[src/rtl/uart_pkg.sv]
// Purpose: shared UART definitions (receiver FSM states, frame defaults, line levels).
// Latency: n/a (definitions only).
// Backpressure: n/a.
package uart_pkg;

    // Frame defaults: 8N1, 16x oversampling.
    localparam int DATA_BITS_DEF  = 8;
    localparam int OVERSAMPLE_DEF = 16;

    // Line levels for 8N1 framing. The idle line and the stop bit are both mark (high).
    localparam logic IDLE_LEVEL  = 1'b1;
    localparam logic START_LEVEL = 1'b0;
    localparam logic STOP_LEVEL  = 1'b1;

    typedef enum logic [2:0] {
        IDLE,
        START,
        DATA,
        STOP,
        BREAK
    } uart_state_t;

endpackage

[src/rtl/uart_rx_if.sv]
// Purpose: receiver bus bundle: tick/rx into the receiver, decoded byte and status out.
// Latency: n/a (wires only).
// Backpressure: none; rx_valid/frame_err are single-cycle pulses with no ready.
// Ports: master drives tick, rx and observes rx_data, rx_valid, frame_err, busy;
//        slave (the receiver) is the mirror image.
interface uart_rx_if import uart_pkg::*; #(
    parameter int DATA_BITS = DATA_BITS_DEF
);
    logic                 tick;
    logic                 rx;
    logic [DATA_BITS-1:0] rx_data;
    logic                 rx_valid;
    logic                 frame_err;
    logic                 busy;

    modport master (
        output tick, rx,
        input  rx_data, rx_valid, frame_err, busy
    );

    modport slave (
        input  tick, rx,
        output rx_data, rx_valid, frame_err, busy
    );
endinterface

[src/rtl/sync_2ff.sv]
// Purpose: two-flop synchronizer for a single asynchronous bit.
// Latency: 2 clk from d to q.
// Backpressure: none.
// Ports: clk, reset (sync, active-high, loads RESET_VAL into both flops), d (async in), q (synced out).
module sync_2ff #(
    parameter logic RESET_VAL = 1'b1
) (
    input  logic clk,
    input  logic reset,
    input  logic d,
    output logic q
);
    logic meta;

    always_ff @(posedge clk) begin
        if (reset) begin
            meta <= RESET_VAL;
            q    <= RESET_VAL;
        end else begin
            meta <= d;
            q    <= meta;
        end
    end
endmodule

[src/rtl/uart_rx.sv]
// Purpose: 8N1 UART receiver, oversampled by an external tick, bits sampled mid-period.
// Latency: rx_valid/frame_err 1 clk after the stop-bit sample tick (+2 clk synchronizer on rx).
// Backpressure: none; rx_data is held until the next good frame, pulses are not retried.
// Ports: clk, reset (sync, active-high), bus (uart_rx_if.slave: tick, rx in;
//        rx_data, rx_valid, frame_err, busy out).
module uart_rx import uart_pkg::*; #(
    parameter int DATA_BITS  = DATA_BITS_DEF,
    parameter int OVERSAMPLE = OVERSAMPLE_DEF
) (
    input  logic     clk,
    input  logic     reset,
    uart_rx_if.slave bus
);
    localparam int TW = $clog2(OVERSAMPLE);
    localparam int BW = (DATA_BITS > 1) ? $clog2(DATA_BITS) : 1;

    // Start bit is confirmed half a bit in; from then on every full bit period
    // lands on the middle of the next bit.
    localparam logic [TW-1:0] TICK_MID = TW'(OVERSAMPLE / 2 - 1);
    localparam logic [TW-1:0] TICK_END = TW'(OVERSAMPLE - 1);
    localparam logic [BW-1:0] BIT_LAST = BW'(DATA_BITS - 1);

    logic                 rx_s;
    uart_state_t          state_q,    state_d;
    logic [TW-1:0]        tick_cnt_q, tick_cnt_d;
    logic [BW-1:0]        bit_cnt_q,  bit_cnt_d;
    logic [DATA_BITS-1:0] shift_q,    shift_d;
    logic [DATA_BITS-1:0] data_q,     data_d;
    logic                 valid_q,    valid_d;
    logic                 ferr_q,     ferr_d;

    sync_2ff #(.RESET_VAL(IDLE_LEVEL)) u_sync (
        .clk   (clk),
        .reset (reset),
        .d     (bus.rx),
        .q     (rx_s)
    );

    always_ff @(posedge clk) begin
        if (reset) begin
            state_q    <= IDLE;
            tick_cnt_q <= '0;
            bit_cnt_q  <= '0;
            shift_q    <= '0;
            data_q     <= '0;
            valid_q    <= 1'b0;
            ferr_q     <= 1'b0;
        end else begin
            state_q    <= state_d;
            tick_cnt_q <= tick_cnt_d;
            bit_cnt_q  <= bit_cnt_d;
            shift_q    <= shift_d;
            data_q     <= data_d;
            valid_q    <= valid_d;
            ferr_q     <= ferr_d;
        end
    end

    // Everything advances on tick only; the pulses default low so they last one clk.
    always_comb begin
        state_d    = state_q;
        tick_cnt_d = tick_cnt_q;
        bit_cnt_d  = bit_cnt_q;
        shift_d    = shift_q;
        data_d     = data_q;
        valid_d    = 1'b0;
        ferr_d     = 1'b0;

        if (bus.tick) begin
            case (state_q)
                IDLE: begin
                    if (rx_s == START_LEVEL) begin
                        state_d    = START;
                        tick_cnt_d = '0;
                    end
                end
                START: begin
                    if (tick_cnt_q == TICK_MID) begin
                        tick_cnt_d = '0;
                        bit_cnt_d  = '0;
                        // Line back high at mid start bit: glitch, not a frame.
                        state_d    = (rx_s == START_LEVEL) ? DATA : IDLE;
                    end else begin
                        tick_cnt_d = tick_cnt_q + 1'b1;
                    end
                end
                DATA: begin
                    if (tick_cnt_q == TICK_END) begin
                        tick_cnt_d         = '0;
                        shift_d[bit_cnt_q] = rx_s;
                        if (bit_cnt_q == BIT_LAST) begin
                            bit_cnt_d = '0;
                            state_d   = STOP;
                        end else begin
                            bit_cnt_d = bit_cnt_q + 1'b1;
                        end
                    end else begin
                        tick_cnt_d = tick_cnt_q + 1'b1;
                    end
                end
                STOP: begin
                    if (tick_cnt_q == TICK_END) begin
                        tick_cnt_d = '0;
                        if (rx_s == STOP_LEVEL) begin
                            data_d  = shift_q;
                            valid_d = 1'b1;
                            state_d = IDLE;
                        end else begin
                            ferr_d  = 1'b1;
                            state_d = BREAK;
                        end
                    end else begin
                        tick_cnt_d = tick_cnt_q + 1'b1;
                    end
                end
                BREAK: begin
                    // Wait out a held-low line so it is not decoded as a stream of 0x00 frames.
                    if (rx_s == IDLE_LEVEL) begin
                        state_d = IDLE;
                    end
                end
                default: state_d = IDLE;
            endcase
        end
    end

    assign bus.rx_data   = data_q;
    assign bus.rx_valid  = valid_q;
    assign bus.frame_err = ferr_q;
    assign bus.busy      = (state_q != IDLE);

endmodule

[src/flat_wrapper.sv]
// flat-port wrapper written by rule: the top's interface ports become plain ports
module uart_rx_flat import uart_pkg::*;
#(
    parameter int DATA_BITS  = DATA_BITS_DEF,
    parameter int OVERSAMPLE = OVERSAMPLE_DEF
)
  (clk, reset, bus_tick, bus_rx, bus_rx_data, bus_rx_valid, bus_frame_err, bus_busy);
  uart_rx_if #(.DATA_BITS(DATA_BITS)) bus_i ();
  input  logic clk;
  input  logic reset;
  input wire logic [$bits(bus_i.tick)-1:0] bus_tick;
  input wire logic [$bits(bus_i.rx)-1:0] bus_rx;
  output wire logic [$bits(bus_i.rx_data)-1:0] bus_rx_data;
  output wire logic [$bits(bus_i.rx_valid)-1:0] bus_rx_valid;
  output wire logic [$bits(bus_i.frame_err)-1:0] bus_frame_err;
  output wire logic [$bits(bus_i.busy)-1:0] bus_busy;
  assign bus_i.tick = bus_tick;
  assign bus_i.rx = bus_rx;
  assign bus_rx_data = bus_i.rx_data;
  assign bus_rx_valid = bus_i.rx_valid;
  assign bus_frame_err = bus_i.frame_err;
  assign bus_busy = bus_i.busy;
  uart_rx #(.DATA_BITS(DATA_BITS), .OVERSAMPLE(OVERSAMPLE)) u_core (.clk(clk), .reset(reset), .bus(bus_i));
endmodule
[config.mk]
export PLATFORM = sky130hd
export DESIGN_NAME = uart_rx_flat
export DESIGN_NICKNAME = d
export VERILOG_FILES = /design/src/rtl/uart_pkg.sv /design/src/rtl/uart_rx_if.sv /design/src/rtl/sync_2ff.sv /design/src/rtl/uart_rx.sv /design/src/flat_wrapper.sv
export SDC_FILE = /design/constraint.sdc
export NUM_CORES = 1
export LEC_CHECK = 0
export ABC_CLOCK_PERIOD_IN_PS = 2550
export CAP_MARGIN = 20
export CORE_MARGIN = 10
export CORE_UTILIZATION = 42
export CTS_BUF_LIST = sky130_fd_sc_hd__clkbuf_8
export DETAILED_ROUTE_END_ITERATION = 8
export GPL_TIMING_DRIVEN = 0
export RECOVER_POWER = 100
export SLEW_MARGIN = 20
export SYNTH_ARGS = -nofsm -noshare
export SYNTH_HDL_FRONTEND = slang
export SYNTH_SLANG_ARGS = --single-unit
export TNS_END_PERCENT = 50
[constraint.sdc]
create_clock -name clk -period 2.55 [get_ports clk]
set_clock_uncertainty 0.15 [all_clocks]
set_input_delay 0.3825 -clock clk [delete_from_list [all_inputs] [get_ports clk]]
set_output_delay 0.3825 -clock clk [all_outputs]
set_load 0.01 [all_outputs]
==> results.toml <==
[global_route]
grtUsageTotal_pct = 9.86
grt_overflow_total = 0
antenna_found_initial = 0
grt_pass1_wl_um = 5040
grt_pass1_vias = 1075
grt_max_degree = 11

[place]
io_buffer_count = 13
hpwl_um = 2160
gp_routability_congestion = 0.766

[power_and_ir_drop]
p_leak_nw = 0.737
p_switching_mw = 0.222
seqPwrFrac_pct = 45.9
share_comb_of_total_power_pct = 7.8
power.density_mw_per_mm2 = 594
p_int_mw = 0.818
sw_frac_of_total_pct = 21.3
p_clk_share_pct = 46.4
ir_worst_vdd_mv = 0.424

[clock_network]
clock-sinks = 30
clk_pin_slew_ns = 0.06
clockBufferDepth = 2
cts-buffers-inserted = 5
holdBufCountCts = 0
root_buffer = "clkbuf_8"
clk_latency_ns = 0.28
post_cts_resized = 0
cts.htree.levels = 2
post_cts_buffers = 0
cts_tree = "done"

[sta]
finalCritPeriodShare_pct = 89.7
maxSlewViolCount = 0
clock.fmax_mhz = 437
fin_crit_ns = 2.29
hold_violations = 0
worst_pin_slew_ns = 0.612
setup_viol = 0
rsz0062_at_grt = "false"
max_slew_margin_pct = 58.9
whs_ns = 0.162
fin_setup_tns_ns = 0

[worst_setup_path]
r2r_end = "u_core.bit_cnt_q[0]"
r2r_start = "u_core.state_q[1]"
startpoint_type = "flip-flop"
critPathMaxStageDelay_ns = 0.53
reg2reg_depth = 5
cp.required_ns = 2.02
crit_type = "reg -> out"
critPathCaptureType = "output pin"
crit_chain = "clkbuf_1 > nor3_1 > inv_1 > clkdlybuf4s50_1"
crit_fanout = 10
ff2ff_setup_slack_ns = 0.45
cp_slowest_cell = "clkdlybuf4s50_1"
worstPathArrival_ns = 1.75

[hold_path]
min_to = "u_core.tick_cnt_q[3]"
hp-class = "in -> reg"
whs_path_depth = 2
worstHoldStart = "reset"

[floorplanning]
ioPinCount = 15
die-area_mm2 = 0.00624
start_util_pct = 43.8
fp.dieW_um = 79.0
die_y_um = 79.0
rows = 21
core_area_mm2 = 0.00334

[yosys]
ys.warnings.count = 0
syn_inst = 157
ys_ff_latch = 30
yosys_most_used_dff = "dfxtp_1"
synth.distinct_cells = 45
synth_edf_count = 0
ys_seq_area_share_pct = 41.1
synth.avg_cell_area_um2 = 9.31
async_flop_share_pct = 0
netlist_area_mm2 = 0.00146
syn-num-nets = 164

[routing]
drc = 0
ant_nets = 0
wl_per_cell_um = 13.2
viasPerCell = 5.17
num_vias = 1154
wirelength_um = 2930
drtIter0Drc = 81
firstDrtPassIters = 4

[finish]
drive_gt1_share_pct = 13.0
post-route-util_pct = 52.4
area_growth_pct = 19.7
nets = 184
antennaDiodeCount = 0

[status]
status = "complete, no violations"

[job]
maxCapViolations = 0
## synth_stat cells, types with 2 or more instances
cell | instances | share of area (%)
a21oi_1 | 6 | 2.1
and3_1 | 2 | 0.86
buf_4 | 3 | 1.5
buf_6 | 3 | 2.3
clkbuf_1 | 3 | 0.77
dfxtp_1 | 30 | 41
ha_1 | 3 | 2.6
inv_1 | 5 | 1.3
mux2i_1 | 19 | 13
nand2_1 | 4 | 1.0
nand3b_1 | 3 | 1.5
nand4_1 | 5 | 2.1
nor2_1 | 26 | 6.7
nor2b_1 | 2 | 0.86
nor3_1 | 2 | 0.68
nor3b_1 | 2 | 1.0
nor4_1 | 4 | 1.7
o21ai_0 | 4 | 1.4
or2_2 | 2 | 0.86
or3_1 | 2 | 0.86
or3b_1 | 2 | 1.2
or4_1 | 2 | 1.0
## layer usage
layer,vias up,share of wire (%),global-route usage [%]
met5,-,0,0
met4,0,2.1,4.66
met3,7,6.6,3.83
met2,30,46,14.7
met1,518,45,12.2
li1,599,-,-
## kinds of logic (layout without fill, tap and decap cells)
kind of cell | count (synthesis) | count (layout) | synth area share [%]
adders and majority gates | 3 | 3 | 2.57
xor gates and xnor gates | 1 | 1 | 0.599
muxes | 19 | 19 | 13.0
and+or+nand+nor | 70 | 70 | 27.3
AOI/OAI and AO/OA | 19 | 19 | 9.16
DFF | 30 | 30 | 41.1
buffers and inverters | 15 | 35 | 6.25
## cell usage in the layout (no fill, tap or decap), types with 2 or more instances in the layout
cell type / Yosys / layout
inv_1: 5 / 5
buf_4: 3 / 3
nor3b_1: 2 / 2
a211oi_1: 1 / 2
or3_1: 2 / 2
clkbuf_8: 0 / 6
ha_1: 3 / 3
dlygate4sd3_1: 0 / 12
nor2b_1: 2 / 2
or4_1: 2 / 2
dfxtp_1: 30 / 30
mux2i_1: 19 / 19
nand4_1: 5 / 5
clkbuf_1: 3 / 4
nor3_1: 2 / 2
a21oi_1: 6 / 6
nand2_1: 4 / 4
and3_1: 2 / 2
nand3b_1: 3 / 3
or2_2: 2 / 2
nor2_1: 26 / 26
nor4_1: 4 / 4
or3b_1: 2 / 2
buf_6: 3 / 2
o21ai_0: 4 / 4
## registers in the layout, indices dropped and copies added, names as in the netlist
| signal | count |
|---|---|
| u_core.bus.rx_data | 8 |
| u_core.bit_cnt_q | 3 |
| u_core.bus.frame_err | 1 |
| u_core.bus.rx_valid | 1 |
| u_core.u_sync.q | 1 |
| u_core.u_sync.meta | 1 |
| u_core.tick_cnt_q | 4 |
| u_core.state_q | 3 |
| u_core.shift_q | 8 |
## through the flow
stage	total power [mW]	cell area [um^2]	instances	worst slack (ns)
2_1_floorplan	0.547	1460	157	0.769
5_1_grt	1.08	1750	223	0.185
3_3_place_gp	0.570	1650	216	0.213
6_report	1.04	1750	223	0.263
4_1_cts	1.06	1760	223	0.329
3_5_place_dp	0.572	1650	216	0.177
## power groups by stage
stage	combinational, mW	sequential (mW)	clock [mW]
after detailed placement	0.0846	0.488	0
final	0.0807	0.477	0.482
after global routing	0.0911	0.477	0.512
after floorplan	0.0609	0.486	0
after global placement	0.0830	0.487	0
after CTS	0.0849	0.477	0.497
## layout make-up
type                            count  area [um^2]
Fill cell                         327         1590
Inverter                            5         18.8
Clock inverter                      1         30.0
Clock buffer                        6         82.6
Timing Repair Buffer               13          130
Sequential cell                    30          601
Tap cell                           46         57.6
Multi-Input combinational cell    112          764
Buffer                             10         65.1
## how the worst max path moves through the flow
| stage | start | end | slack (ns) | depth (start not counted) |
|---|---|---|---|---|
| final | u_core.state_q[1] | bus_busy | 0.26 | 4 |
| after global routing | u_core.state_q[1] | bus_busy | 0.18 | 4 |
| after CTS | u_core.state_q[2] | bus_busy | 0.33 | 4 |
| after detailed placement | bus_tick | u_core.bus.rx_data[7] | 0.18 | 6 |
| after global placement | bus_tick | u_core.bus.rx_data[7] | 0.21 | 6 |
| after floorplan | u_core.tick_cnt_q[0] | u_core.bus.rx_data[0] | 0.77 | 6 |
## critical path: cells and delay by family, from the launching register on
family	cells	cell delay, ns
buffers and inverters	3	0.97
DFF	1	0.37
and+or+nand+nor	1	0.14
No activity file was read; power rests on OpenSTA's default activity.
